[config.mk]
export PLATFORM = sky130hd
export DESIGN_NAME = cmp_sort_ctrl
export DESIGN_NICKNAME = d
export VERILOG_FILES = /design/src/rtl/cmp_sort_pkg.sv /design/src/rtl/cmp_sort_ctrl_mag_cmp.sv /design/src/rtl/cmp_sort_ctrl.sv
export SDC_FILE = /design/constraint.sdc
export NUM_CORES = 1
export LEC_CHECK = 0
export CAP_MARGIN = 20
export CORE_AREA = 2 2 149 151
export CTS_CLUSTER_SIZE = 30
export DETAILED_ROUTE_END_ITERATION = 16
export DIE_AREA = 0 0 151 153
export GPL_TIMING_DRIVEN = 1
export PLACE_DENSITY = 0.54
export SLEW_MARGIN = 10
export SYNTH_ARGS = -nofsm -noshare
export SYNTH_HDL_FRONTEND = slang
export SYNTH_SLANG_ARGS = --single-unit
[constraint.sdc]
create_clock -name clk -period 4.1 [get_ports clk]
set_input_delay 0.82 -clock clk [delete_from_list [all_inputs] [get_ports clk]]
set_output_delay 0.82 -clock clk [all_outputs]
set_load 0.02 [all_outputs]
[src/rtl/cmp_sort_pkg.sv]
// Shared types and helpers for the cmp_sort_ctrl sort stage.
package cmp_sort_pkg;

   localparam logic [1:0] ST_LOAD  = 2'd0;
   localparam logic [1:0] ST_SORT  = 2'd1;
   localparam logic [1:0] ST_DRAIN = 2'd2;

   typedef enum logic [1:0] {
      LOAD  = ST_LOAD,
      SORT  = ST_SORT,
      DRAIN = ST_DRAIN
   } state_t;

   // Compare count of a full bubble sort over depth words.
   function automatic int unsigned sort_cycles(input int unsigned depth);
      return depth * (depth - 1) / 2;
   endfunction

endpackage

[src/rtl/cmp_sort_ctrl_mag_cmp.sv]
// Combinational unsigned magnitude comparator shared by the sort sequencer.
module mag_cmp #(
   parameter int unsigned WIDTH = 8
) (
   input  logic [WIDTH-1:0] a,
   input  logic [WIDTH-1:0] b,
   output logic             less,
   output logic             greater,
   output logic             equal
);

   always_comb begin
      less    = (a < b);
      greater = (a > b);
      equal   = (a == b);
   end

endmodule

[src/rtl/cmp_sort_ctrl.sv]
// Frame sort stage: load DEPTH words, bubble-sort in place one compare per cycle, drain with last.
// Optional build macro SORT_EARLY_EXIT_EN ends the sort after the first pass with no swaps.
module cmp_sort_ctrl
   import cmp_sort_pkg::*;
#(
   parameter int unsigned WIDTH = 8,
   parameter int unsigned DEPTH = 8
) (
   input  logic             clk,
   input  logic             rst,
   input  logic             in_valid,
   output logic             in_ready,
   input  logic [WIDTH-1:0] in_data,
   output logic             out_valid,
   input  logic             out_ready,
   output logic [WIDTH-1:0] out_data,
   output logic             out_last,
   output logic             busy
);

   localparam int unsigned   CW       = $clog2(DEPTH);
   localparam logic [CW-1:0] LAST_IDX = CW'(DEPTH - 1);
   localparam logic [CW-1:0] LAST_POS = CW'(DEPTH - 2);

   state_t           state, state_nxt;
   logic [WIDTH-1:0] mem     [DEPTH];
   logic [WIDTH-1:0] mem_nxt [DEPTH];
   logic [CW-1:0]    wr_idx, wr_idx_nxt;
   logic [CW-1:0]    rd_idx, rd_idx_nxt;
   logic [CW-1:0]    pass_idx, pass_nxt;
   logic [CW-1:0]    pos, pos_nxt, pos_p1;
   logic [WIDTH-1:0] cmp_a, cmp_b;
   logic             cmp_lt, cmp_gt, cmp_eq;
   logic             swap, pass_end, last_cmp, early_done;
   logic             in_ready_nxt, out_valid_nxt, out_last_nxt, busy_nxt;
   logic [WIDTH-1:0] out_data_nxt;

   assign pos_p1 = pos + CW'(1);
   assign cmp_a  = mem[pos];
   assign cmp_b  = mem[pos_p1];

   mag_cmp #(.WIDTH(WIDTH)) u_mag_cmp (
      .a       (cmp_a),
      .b       (cmp_b),
      .less    (cmp_lt),
      .greater (cmp_gt),
      .equal   (cmp_eq)
   );

   // Swap only on a clean one-hot "greater"; equal keys keep arrival order.
   assign swap     = (state == SORT) && cmp_gt && !(cmp_lt || cmp_eq);
   assign pass_end = (pos == (LAST_POS - pass_idx));
   assign last_cmp = (pass_idx == LAST_POS) && pass_end;

`ifdef SORT_EARLY_EXIT_EN
   logic swapped, swapped_nxt;

   always_comb begin
      swapped_nxt = 1'b0;
      if (state == SORT && !pass_end)
         swapped_nxt = swapped | swap;
   end

   always_ff @(posedge clk or posedge rst) begin
      if (rst) swapped <= 1'b0;
      else     swapped <= swapped_nxt;
   end

   assign early_done = (state == SORT) && pass_end && !(swapped || swap);
`else
   assign early_done = 1'b0;
`endif

   // State register.
   always_ff @(posedge clk or posedge rst) begin
      if (rst) state <= LOAD;
      else     state <= state_nxt;
   end

   // Next state, next buffer contents and next counters.
   always_comb begin
      state_nxt  = state;
      mem_nxt    = mem;
      wr_idx_nxt = wr_idx;
      rd_idx_nxt = rd_idx;
      pass_nxt   = pass_idx;
      pos_nxt    = pos;
      case (state)
         LOAD: begin
            if (in_valid) begin
               mem_nxt[wr_idx] = in_data;
               if (wr_idx == LAST_IDX) begin
                  wr_idx_nxt = '0;
                  state_nxt  = SORT;
               end else begin
                  wr_idx_nxt = wr_idx + CW'(1);
               end
            end
         end
         SORT: begin
            if (swap) begin
               mem_nxt[pos]    = mem[pos_p1];
               mem_nxt[pos_p1] = mem[pos];
            end
            if (last_cmp || early_done) begin
               pos_nxt   = '0;
               pass_nxt  = '0;
               state_nxt = DRAIN;
            end else if (pass_end) begin
               pos_nxt  = '0;
               pass_nxt = pass_idx + CW'(1);
            end else begin
               pos_nxt = pos_p1;
            end
         end
         DRAIN: begin
            if (out_ready) begin
               if (rd_idx == LAST_IDX) begin
                  rd_idx_nxt = '0;
                  state_nxt  = LOAD;
               end else begin
                  rd_idx_nxt = rd_idx + CW'(1);
               end
            end
         end
         default: state_nxt = LOAD;
      endcase
   end

   // Output values for the coming cycle, registered below.
   always_comb begin
      in_ready_nxt  = (state_nxt == LOAD);
      out_valid_nxt = (state_nxt == DRAIN);
      busy_nxt      = (state_nxt != LOAD);
      out_data_nxt  = '0;
      out_last_nxt  = 1'b0;
      if (state_nxt == DRAIN) begin
         out_data_nxt = mem_nxt[rd_idx_nxt];
         out_last_nxt = (rd_idx_nxt == LAST_IDX);
      end
   end

   always_ff @(posedge clk or posedge rst) begin
      if (rst) begin
         for (int i = 0; i < DEPTH; i++) mem[i] <= '0;
         wr_idx    <= '0;
         rd_idx    <= '0;
         pass_idx  <= '0;
         pos       <= '0;
         in_ready  <= 1'b1;
         out_valid <= 1'b0;
         out_data  <= '0;
         out_last  <= 1'b0;
         busy      <= 1'b0;
      end else begin
         mem       <= mem_nxt;
         wr_idx    <= wr_idx_nxt;
         rd_idx    <= rd_idx_nxt;
         pass_idx  <= pass_nxt;
         pos       <= pos_nxt;
         in_ready  <= in_ready_nxt;
         out_valid <= out_valid_nxt;
         out_data  <= out_data_nxt;
         out_last  <= out_last_nxt;
         busy      <= busy_nxt;
      end
   end

endmodule

; ---- Yosys cells after proc, flatten, opt, wreduce, memory -nomap -nowiden
; Cells that the tools add are included.
; Widths: inputs -> output; s select.
[word_totals]
rom_bits = 0
out_inout_bits = 12
input_bits = 12
ram_bits = 0
latch_bits = 0
mem_count = 0
ff_bits = 90
[op_classes]
div_mod_pow = 0
n_mul = 0
bitwise = 4
order_cmp = 9
n_mux = 37
addsub = 5
shift = 0
eq_ne = 9
reduce_logical = 14
[op_table]
columns = op, n
row1 = $bwmux 64, 3
row2 = $mux 64, 2
row3 = $pmux 64 s2, 1
row4 = $mux 8, 10
row5 = $bmux 8 s3, 3
row6 = $demux 8 s3, 3
row7 = $mux 3, 8
row8 = $ge 4x4->1 const B, 4
row9 = $not 3->4, 4
row10 = $add 3x1->3 const B, 4
row11 = $eq 3x3->1 const B, 4
row12 = $lt 4x1->1 const B, 3
row13 = $mux 2, 5
row14 = $eq 8x8->1, 1
row15 = $gt 8x8->1, 1
row16 = $lt 8x8->1, 1
row17 = $logic_and 1x1->1, 6
row18 = $pmux 2 s3, 1
row19 = $eq 2x2->1 const B, 2
row20 = $logic_not 2->1, 2
row21 = $reduce_and 2->1, 2
row22 = $reduce_bool 2->1, 2
row23 = $eq 3x3->1, 1
row24 = $sub 3x3->3 const A, 1
row25 = other kinds (4), 4

; ---- Depth between registers and ports, before layout
; Gate-level depths: netlist of run 1.
[logic_depth]
depth_word = 15
depth_mapped = 19

; ---- By module
; Synthesis of run 1 repeated with hierarchy kept, for this count alone.
[hier_totals]
hier_cells = 1006
area_unflattened_um2 = 8245.4
[modules_own_cells]
columns = module, cells_per_inst, n_inst, area_each_um2
row1 = cmp_sort_ctrl, 977, 1, 8020.2
row2 = mag_cmp, 29, 1, 225.2

; ---- Worst setup path before layout of run 1
; Ideal clock, no wire load.
[synth_path]
kind = register to register
start = register pos[0]
end = register out_data[5]
t_arrival_ns = 3.857
slack_ns = 0.109
path_buffers = 4
path_stages_with_launch = 16
setup_time_ns = 0.134
path_cell_list = dfrtp_1 > ha_1 > buf_2 > buf_4 > buf_1 > mux2i_1 > ha_1 > a41o_1 > a21oi_1 > nor2_1 > buf_2 > nor3_1 > nor2_1 > o2111a_1 > o21ai_0 > nand4_1
[synth_via]
elab_chain_cells = 15
[synth_rtl]
columns = element, line_no
row1 = from (decl), cmp_sort_ctrl.sv:31  ; logic [CW-1:0] pos, pos_nxt, pos_p1;
row2 = from (signal assigned), cmp_sort_ctrl.sv:160  ; pos <= pos_nxt;
row3 = $add 3x1->3, cmp_sort_ctrl.sv:38  ; assign pos_p1 = pos + CW'(1);
row4 = $not 3->4 (implied by the code), "cmp_sort_ctrl.sv:40, cmp_sort_ctrl.sv:102, cmp_sort_ctrl.sv:103"
row5 = $bmux 8 s3, "cmp_sort_ctrl.sv:40, cmp_sort_ctrl.sv:102"
row6 = $mux 8 (implied by the code) (2 in a row), "cmp_sort_ctrl.sv:40, cmp_sort_ctrl.sv:102"
row7 = $lt 8x8->1 / $eq 8x8->1 (equally long branches), "cmp_sort_ctrl_mag_cmp.sv:13, cmp_sort_ctrl_mag_cmp.sv:15"
row8 = $logic_or 1x1->1, cmp_sort_ctrl.sv:51  ; assign swap = (state == SORT) && cmp_gt && !(cmp_lt || cmp_eq);
row9 = $logic_not 1->1, cmp_sort_ctrl.sv:51
row10 = $logic_and 1x1->1, cmp_sort_ctrl.sv:51
row11 = $mux 64, cmp_sort_ctrl.sv:101  ; if (swap) begin
row12 = $pmux 64 s2, cmp_sort_ctrl.sv:88  ; case (state)
row13 = $bmux 8 s3, cmp_sort_ctrl.sv:138  ; out_data_nxt = mem_nxt[rd_idx_nxt];
row14 = $mux 8 (implied by the code) (2 in a row), cmp_sort_ctrl.sv:138
row15 = $mux 8 (*), cmp_sort_ctrl.sv:137  ; if (state_nxt == DRAIN) begin
row16 = net out_data_nxt[5], cmp_sort_ctrl.sv:36  ; logic [WIDTH-1:0] out_data_nxt;
row17 = to (signal assigned), cmp_sort_ctrl.sv:163  ; out_data <= out_data_nxt;
row18 = to (decl), cmp_sort_ctrl.sv:16  ; output logic [WIDTH-1:0] out_data,
; Mark *: on every way through the listed nets, which the timed path passes. The rest lies on a longest branch. The select of a mux whose other input is x is not followed.
; A chain may end at the register's enable or synchronous reset.

; ---- Worst setup path after layout of run 1
[layout_path]
start = register pos[0]
end = register out_data[0]
; The elaborated chain is that of the path after synthesis.

==> results of run 1 <==
layer usage:
metal | vias to the layer above | share of wire (%) | track usage [%]
li1 | 3697 | - | -
met1 | 4320 | 41 | 51.8
met2 | 681 | 41 | 52.9
met3 | 176 | 11 | 9.61
met4 | 2 | 7.3 | 22.8
met5 | - | 0.025 | 0
cells in the final DEF (no fill, tap or decap), types with 10 or more instances in the layout:
cell and count:
sky130_fd_sc_hd__a21oi_1 40, sky130_fd_sc_hd__o21ai_0 47, sky130_fd_sc_hd__a22oi_1 13, sky130_fd_sc_hd__o211ai_1 16, sky130_fd_sc_hd__mux2i_1 26, sky130_fd_sc_hd__ha_1 12, sky130_fd_sc_hd__inv_1 23, sky130_fd_sc_hd__nor3_1 51
sky130_fd_sc_hd__o22ai_1 33, sky130_fd_sc_hd__nor2_1 85, sky130_fd_sc_hd__nand2_1 97, sky130_fd_sc_hd__a211oi_1 19, sky130_fd_sc_hd__o221ai_1 18, sky130_fd_sc_hd__nand3_1 10, sky130_fd_sc_hd__dfrtp_1 86, sky130_fd_sc_hd__clkdlybuf4s50_1 23
sky130_fd_sc_hd__buf_4 157, sky130_fd_sc_hd__mux4_2 16
cells by family after synthesis:
logic type	Yosys count	synth area share, %
compound gates	307	30.0
flops	90	30.6
mux	52	10.0
fa+ha+maj	15	2.54
xor+xnor	5	0.882
simple gates	322	20.7
buf+inv	79	5.24
sequential cells by signal (all words and copies together) (netlist names):
name / flops
pass_idx: 3
wr_idx: 3
state: 2
out_data: 8
mem: 64
busy: 1
in_ready: 1
out_valid: 1
out_last: 1
rd_idx: 3
pos: 3
worst paths after layout:
kind / cells past startpoint / from / end
max in group asynchronous: 3 / rst / mem[6]
min in group asynchronous: 2 / rst / rd_idx[1]
hold reg to reg: 1 / pass_idx[2] / pass_idx[2]
hold / removal: 1 / pass_idx[2] / pass_idx[2]
setup reg to reg: 17 / pos[0] / out_data[0]
setup / recovery: 17 / pos[0] / out_data[0]
final cells by class:
type / instances / area [sq um]
Sequential cell: 90 / 2260
Antenna cell: 1 / 2.50
Tap cell: 280 / 350
Timing Repair Buffer: 197 / 1670
Clock inverter: 6 / 48.8
Multi-Input combinational cell: 701 / 5040
Clock buffer: 10 / 229
Fill cell: 2216 / 11800
Inverter: 27 / 104
per-stage QoR:
step / utilization (%) / TNS, ns / cells / hold slack, ns / setup WS, ns
after global routing: 45.1 / -0.0892 / 1311 / 0.593 / -0.0213
final: 45.1 / 0 / 1312 / 0.529 / 0.0821
after detailed placement: 42.0 / -0.709 / 1285 / 0.522 / -0.296
after CTS: 43.4 / 0 / 1301 / 0.532 / 0.00792
after floorplan: - / 0 / 870 / 0.479 / 0.109
after global placement: 42.0 / -1.53 / 1285 / 0.505 / -0.425
timing repair:
action	in CTS	in global routing
endpoints found under the hold margin	0	0
resized for setup	8	65
gates cloned	0	1
setup buffers	0	9
setup endpoints to repair	7	8
hold buffers	0	0
pin swaps	3	20
==> flow_summary.rst, run 1 <==
.. list-table::
   :header-rows: 1

   * - Metric
     - Value
   * - Number of placement rows
     - 54
   * - Hold/Removal Path Class
     - flop to flop
   * - Maximum number of pins on one net before global-route repair
     - 47
   * - Die Ht
     - 153 um
   * - Max-cap check violation count
     - 0
   * - Layout cell share with drive strength beyond 1
     - 28.3%
   * - Primary FF master, synth
     - sky130_fd_sc_hd__dfrtp_1
   * - Share of the synthesized area in the top cell type
     - 30.2%
   * - Unrepaired setup endpoints after global routing
     - yes
   * - Final period utilization
     - 98.0%
   * - Flop and latch count out of synthesis
     - 90
   * - Cells taking the most area after synthesis
     - sky130_fd_sc_hd__dfrtp_1 (30%), sky130_fd_sc_hd__nand2_1 (4.9%), sky130_fd_sc_hd__mux4_2 (4.9%)
   * - DP Wirelength
     - 32.5 mm
   * - Mean number of vias per cell
     - 6.77
   * - IO buf count
     - 23
   * - Clock tree from TritonCTS
     - yes
   * - Antenna Violating Nets Remaining
     - 0
   * - GP Congestion
     - 1.02
   * - Buffers and inverters on the worst path
     - 6
   * - CP max FO
     - 20
   * - Cell family with the largest share of critical-path delay
     - compound AO/OA/AOI/OAI gates
   * - Max Slew Vio Count
     - 0
   * - Nets in the synthesized netlist
     - 897
   * - Average detailed-routed wire length per instance
     - 33.2 um
   * - Total CTS buffers
     - 9
   * - Number of distinct library cell variants in the gate-level netlist after synthesis
     - 87
   * - Post-synthesis sequential area ratio
     - 30.6%
   * - Number of I/O pins
     - 24
   * - Normalized max-slew margin
     - 43.3%
   * - Biggest area consumer among synthesized cells
     - sky130_fd_sc_hd__dfrtp_1
   * - Die area
     - 0.0231 sq mm
   * - Post-Route WL
     - 43.6 mm
   * - Detailed-router iteration count before antenna repair
     - 6
   * - Data arrival at the endpoint of the critical path
     - 4.23 ns
   * - FF-to-FF setup slack
     - 0.08 ns
   * - Delay of the slowest cell on the worst path
     - 0.39 ns
   * - Final setup violation count
     - 0
   * - Number of global-route vias before repair
     - 8589
   * - Residual DRC count
     - 0
   * - Initial cell density of the core
     - 34.3%
   * - TritonCTS sink count
     - 90
   * - Synth warnings
     - 0
   * - Number of DRC markers in iteration 0
     - 1187
   * - Post-synthesis instance area
     - 0.00737 sq mm
   * - Clk pin slew, worst setup/hold paths
     - 0.08 ns
   * - Number of buffers on the longest clock path
     - 2
   * - Clock latency of the later-clocked register in the worst-skew pair
     - 0.36 ns
   * - Layout overhead on the synthesized area
     - 31.5%
   * - Total number of vias
     - 8876
   * - Post-layout min period
     - 4.02 ns
   * - Synthesized instance count
     - 870
   * - All-Layer GR Usage
     - 37.8%
   * - Share of synthesized registers carrying an async set or reset
     - 100%
   * - Capturing element type of the critical path
     - flop
   * - Type of the setup path with the least slack
     - flop to flop
   * - Nature of the critical path startpoint
     - flop
   * - Timing-limited maximum frequency
     - 0.249 GHz
   * - EDFF count, synth
     - 0
   * - Cells along the critical path
     - buf_4 > buf_6 > buf_4 > mux2i_1 > o2bb2ai_1 > a21o_1 > ha_1 > nand4_1 > buf_4 > a211oi_4 > buf_6 > nor2_4 > buf_6 > o21ai_0 > a211oi_1 > a2111oi_2 > a211oi_1
   * - List of most frequent post-synthesis cells
     - sky130_fd_sc_hd__nand2_1 (97), sky130_fd_sc_hd__dfrtp_1 (89), sky130_fd_sc_hd__nor2_1 (87)
   * - Initial antenna violation count
     - 1
   * - Global route total overflow
     - 0
   * - Die X
     - 151 um
   * - Clk Tree Root Cell
     - sky130_fd_sc_hd__clkbuf_16
   * - Synthesized area per cell
     - 8.48 sq um
   * - Number of failing hold endpoints at the final stage
     - 0
   * - Actual slew at the worst max-slew pin
     - 0.849 ns
   * - First-pass GRT wire length
     - 61.5 mm
   * - Worst Path Required
     - 4.31 ns
   * - Clock skew
     - 0.0127 ns
   * - Run status
     - complete, no violations
   * - Deepest level of the CTS H-tree
     - 3
   * - Master of the slowest instance on the critical path
     - sky130_fd_sc_hd__dfrtp_2
   * - Final instance area
     - 0.00970 sq mm
   * - Instance area at placement
     - 0.00902 sq mm
   * - Most frequent cell after synthesis
     - sky130_fd_sc_hd__nand2_1
   * - Post-layout nets
     - 1053
   * - Core region area
     - 0.0215 sq mm
Power of run 1 is left out: the tool's default activity adds up to more than one toggle a clock period on the data nets, which glitch-free logic cannot reach.
==> run 2, diff against run 1 <==
--- a/config.mk
+++ b/config.mk
@@ -7,6 +7,7 @@
 export LEC_CHECK = 0
 export CAP_MARGIN = 20
 export CORE_AREA = 2 2 149 151
+export CTS_CLUSTER_DIAMETER = 120
 export CTS_CLUSTER_SIZE = 30
 export DETAILED_ROUTE_END_ITERATION = 16
 export DIE_AREA = 0 0 151 153
==> results of run 2 <==
Same layout as run 1: the final DEF is identical, and so are final timing and power.
Power of run 2 is left out for the same reason.
==> run 3, diff against run 2 <==
--- a/config.mk
+++ b/config.mk
@@ -12,7 +12,7 @@
 export DETAILED_ROUTE_END_ITERATION = 16
 export DIE_AREA = 0 0 151 153
 export GPL_TIMING_DRIVEN = 1
-export PLACE_DENSITY = 0.54
+export PLACE_DENSITY = 0.53
 export SLEW_MARGIN = 10
 export SYNTH_ARGS = -nofsm -noshare
 export SYNTH_HDL_FRONTEND = slang
==> constraint.sdc (replaced) <==
create_clock -name clk -period 4.6 [get_ports clk]
set_input_delay 0.92 -clock clk [delete_from_list [all_inputs] [get_ports clk]]
set_output_delay 0.92 -clock clk [all_outputs]
set_load 0.02 [all_outputs]
==> flow_summary.rst, run 3 (synthesized netlist as in run 1, its figures left out) <==
.. list-table::
   :header-rows: 1

   * - Metric
     - Value
   * - Top reg by flops
     - mem
   * - Core region area
     - 0.0215 sq mm
   * - Instance area at placement
     - 0.00845 sq mm
   * - Die Ht
     - 153 um
   * - Unrepaired setup endpoints after global routing
     - yes
   * - Total number of vias
     - 8543
   * - Clock latency of the later-clocked register in the worst-skew pair
     - 0.38 ns
   * - Hold/Removal Path Class
     - flop to flop
   * - Detailed-router iteration count before antenna repair
     - 6
   * - IO buf count
     - 23
   * - DP Wirelength
     - 31.0 mm
   * - Final setup margin
     - 0.0946 ns
   * - Final instance area
     - 0.00877 sq mm
   * - Nature of the critical path startpoint
     - flop
   * - Max Slew Vio Count
     - 0
   * - Placed cell count
     - 1215
   * - Flip-flop count of the largest register after layout
     - 64
   * - Number of buffers on the longest clock path
     - 2
   * - Normalized max-slew margin
     - 31.5%
   * - Number of I/O pins
     - 24
   * - CP max FO
     - 9
   * - Global route total overflow
     - 0
   * - Hold_buf cts
     - 0
   * - All-Layer GR Usage
     - 36.8%
   * - Number of placement rows
     - 54
   * - Commonest cells after routing, fill and taps aside
     - sky130_fd_sc_hd__nand2_1 (97), sky130_fd_sc_hd__buf_4 (89), sky130_fd_sc_hd__dfrtp_1 (87), sky130_fd_sc_hd__nor2_1 (85), sky130_fd_sc_hd__nor3_1 (54)
   * - Most common cell after layout, fill and taps aside
     - sky130_fd_sc_hd__nand2_1
   * - Die area
     - 0.0231 sq mm
   * - Type of the setup path with the least slack
     - flop to flop
   * - GP Congestion
     - 1.04
   * - Master of the slowest instance on the critical path
     - sky130_fd_sc_hd__dfrtp_2
   * - Layout overhead on the synthesized area
     - 18.9%
   * - Number of cells traversed by the worst hold path
     - 2
   * - Clock skew
     - 0.0148 ns
   * - Final period utilization
     - 97.9%
   * - Leading registers by flop count
     - mem x64, out_data x8
   * - Number of global-route vias before repair
     - 8214
   * - Layout cell share with drive strength beyond 1
     - 18.1%
   * - Core occupancy in the finished layout
     - 40.8%
   * - Residual DRC count
     - 0
   * - Worst path most repeated cell
     - sky130_fd_sc_hd__ha_1
   * - Timing-limited maximum frequency
     - 0.222 GHz
   * - Antenna Violating Nets Remaining
     - 0
   * - Clk Tree Root Cell
     - sky130_fd_sc_hd__clkbuf_16
   * - Capturing element type of the critical path
     - flop
   * - Worst Path Required
     - 4.88 ns
   * - Die X
     - 151 um
   * - Cells on worst reg2reg path
     - 15
   * - Placement-stage worst setup slack
     - 0.0578 ns
   * - Initial antenna violation count
     - 2
   * - Data arrival at the endpoint of the critical path
     - 4.79 ns
   * - Max-cap check violation count
     - 0
   * - Post-layout nets
     - 973
   * - Layout Cells excl Fill
     - 1232
   * - Actual slew at the worst max-slew pin
     - 1.02 ns
   * - Run status
     - complete, no violations
   * - Clk pin slew, worst setup/hold paths
     - 0.08 ns
   * - Number of buffers inserted to repair setup after CTS
     - 0
   * - Initial cell density of the core
     - 34.3%
   * - First-pass GRT wire length
     - 59.7 mm
   * - Total CTS buffers
     - 9
   * - Maximum number of pins on one net before global-route repair
     - 50
   * - TritonCTS sink count
     - 90
   * - Post-Route WL
     - 42.0 mm
   * - Number of failing hold endpoints at the final stage
     - 0
   * - Deepest level of the CTS H-tree
     - 3
   * - Average detailed-routed wire length per instance
     - 34.1 um
   * - Number of DRC markers in iteration 0
     - 1224
   * - Clock tree from TritonCTS
     - yes
   * - Cells along the critical path
     - ha_1 > xor2_4 > buf_4 > mux4_2 > mux2i_1 > ha_1 > nand4_1 > o21ai_2 > or2_1 > buf_12 > a22oi_4 > nor3_1 > a221oi_1 > o32ai_1 > nor4_1
   * - Post-layout min period
     - 4.51 ns
   * - Mean number of vias per cell
     - 6.93
   * - Delay of the slowest cell on the worst path
     - 0.43 ns
   * - Final setup violation count
     - 0
run 3: cell types whose count changed in the layout (fill, tap and decap cells not counted), moves of 5 or more:
cell / delta
sky130_fd_sc_hd__buf_12: -5
sky130_fd_sc_hd__a2111oi_0: +5
sky130_fd_sc_hd__buf_4: -68
sky130_fd_sc_hd__buf_6: -6
run 3: per-layer routing:
layer	track usage [%]	share of wire [%]	up-vias
met4	19.6	6.1	2
met5	0	0.021	-
li1	-	-	3542
met3	8.96	12	168
met2	52.0	42	669
met1	51.4	41	4162
run 3: metrics by stage:
stage / TNS (ns) / hold WS (ns)
after floorplan: 0 / 0.479
after global routing: -0.0539 / 0.554
after detailed placement: 0 / 0.516
final: 0 / 0.523
after global placement: -0.740 / 0.506
after CTS: 0 / 0.534
run 3: critical path, delay by kind of cell, from the launching register on:
kind / cells / cell delay (ns)
AOI/OAI and AO/OA: 4 / 1.07
muxes: 2 / 0.62
adders and majority gates: 2 / 0.61
and+or+nand+nor: 4 / 0.88
buffers and inverters: 2 / 0.46
xor gates and xnor gates: 1 / 0.32
DFF: 1 / 0.43
run 3: layout make-up:
type	instances	area [sq um]
well taps	280	350
multi-input cells	701	4790
clock buffers	10	229
flip-flops and latches	90	2260
diodes	1	2.50
inverters	27	104
clock inverters	6	51.3
fillers	2192	12700
repair buffers	117	990
run 3: worst paths after layout:
path                        startpoint          end  slack [ns]
hold reg to reg            pass_idx[1]  pass_idx[1]        0.52
hold / removal             pass_idx[1]  pass_idx[1]        0.52
setup / recovery                pos[0]  out_data[2]        0.09
max in group asynchronous          rst       mem[3]        2.80
min in group asynchronous          rst    wr_idx[1]        0.93
setup reg to reg                pos[0]  out_data[2]        0.09
run 3: repair_timing:
| item | CTS | global route |
|---|---|---|
| resized for setup | 1 | 8 |
| setup endpoints to repair | 1 | 9 |
| pin swaps | 0 | 0 |
Power of run 3 is left out for the same reason.
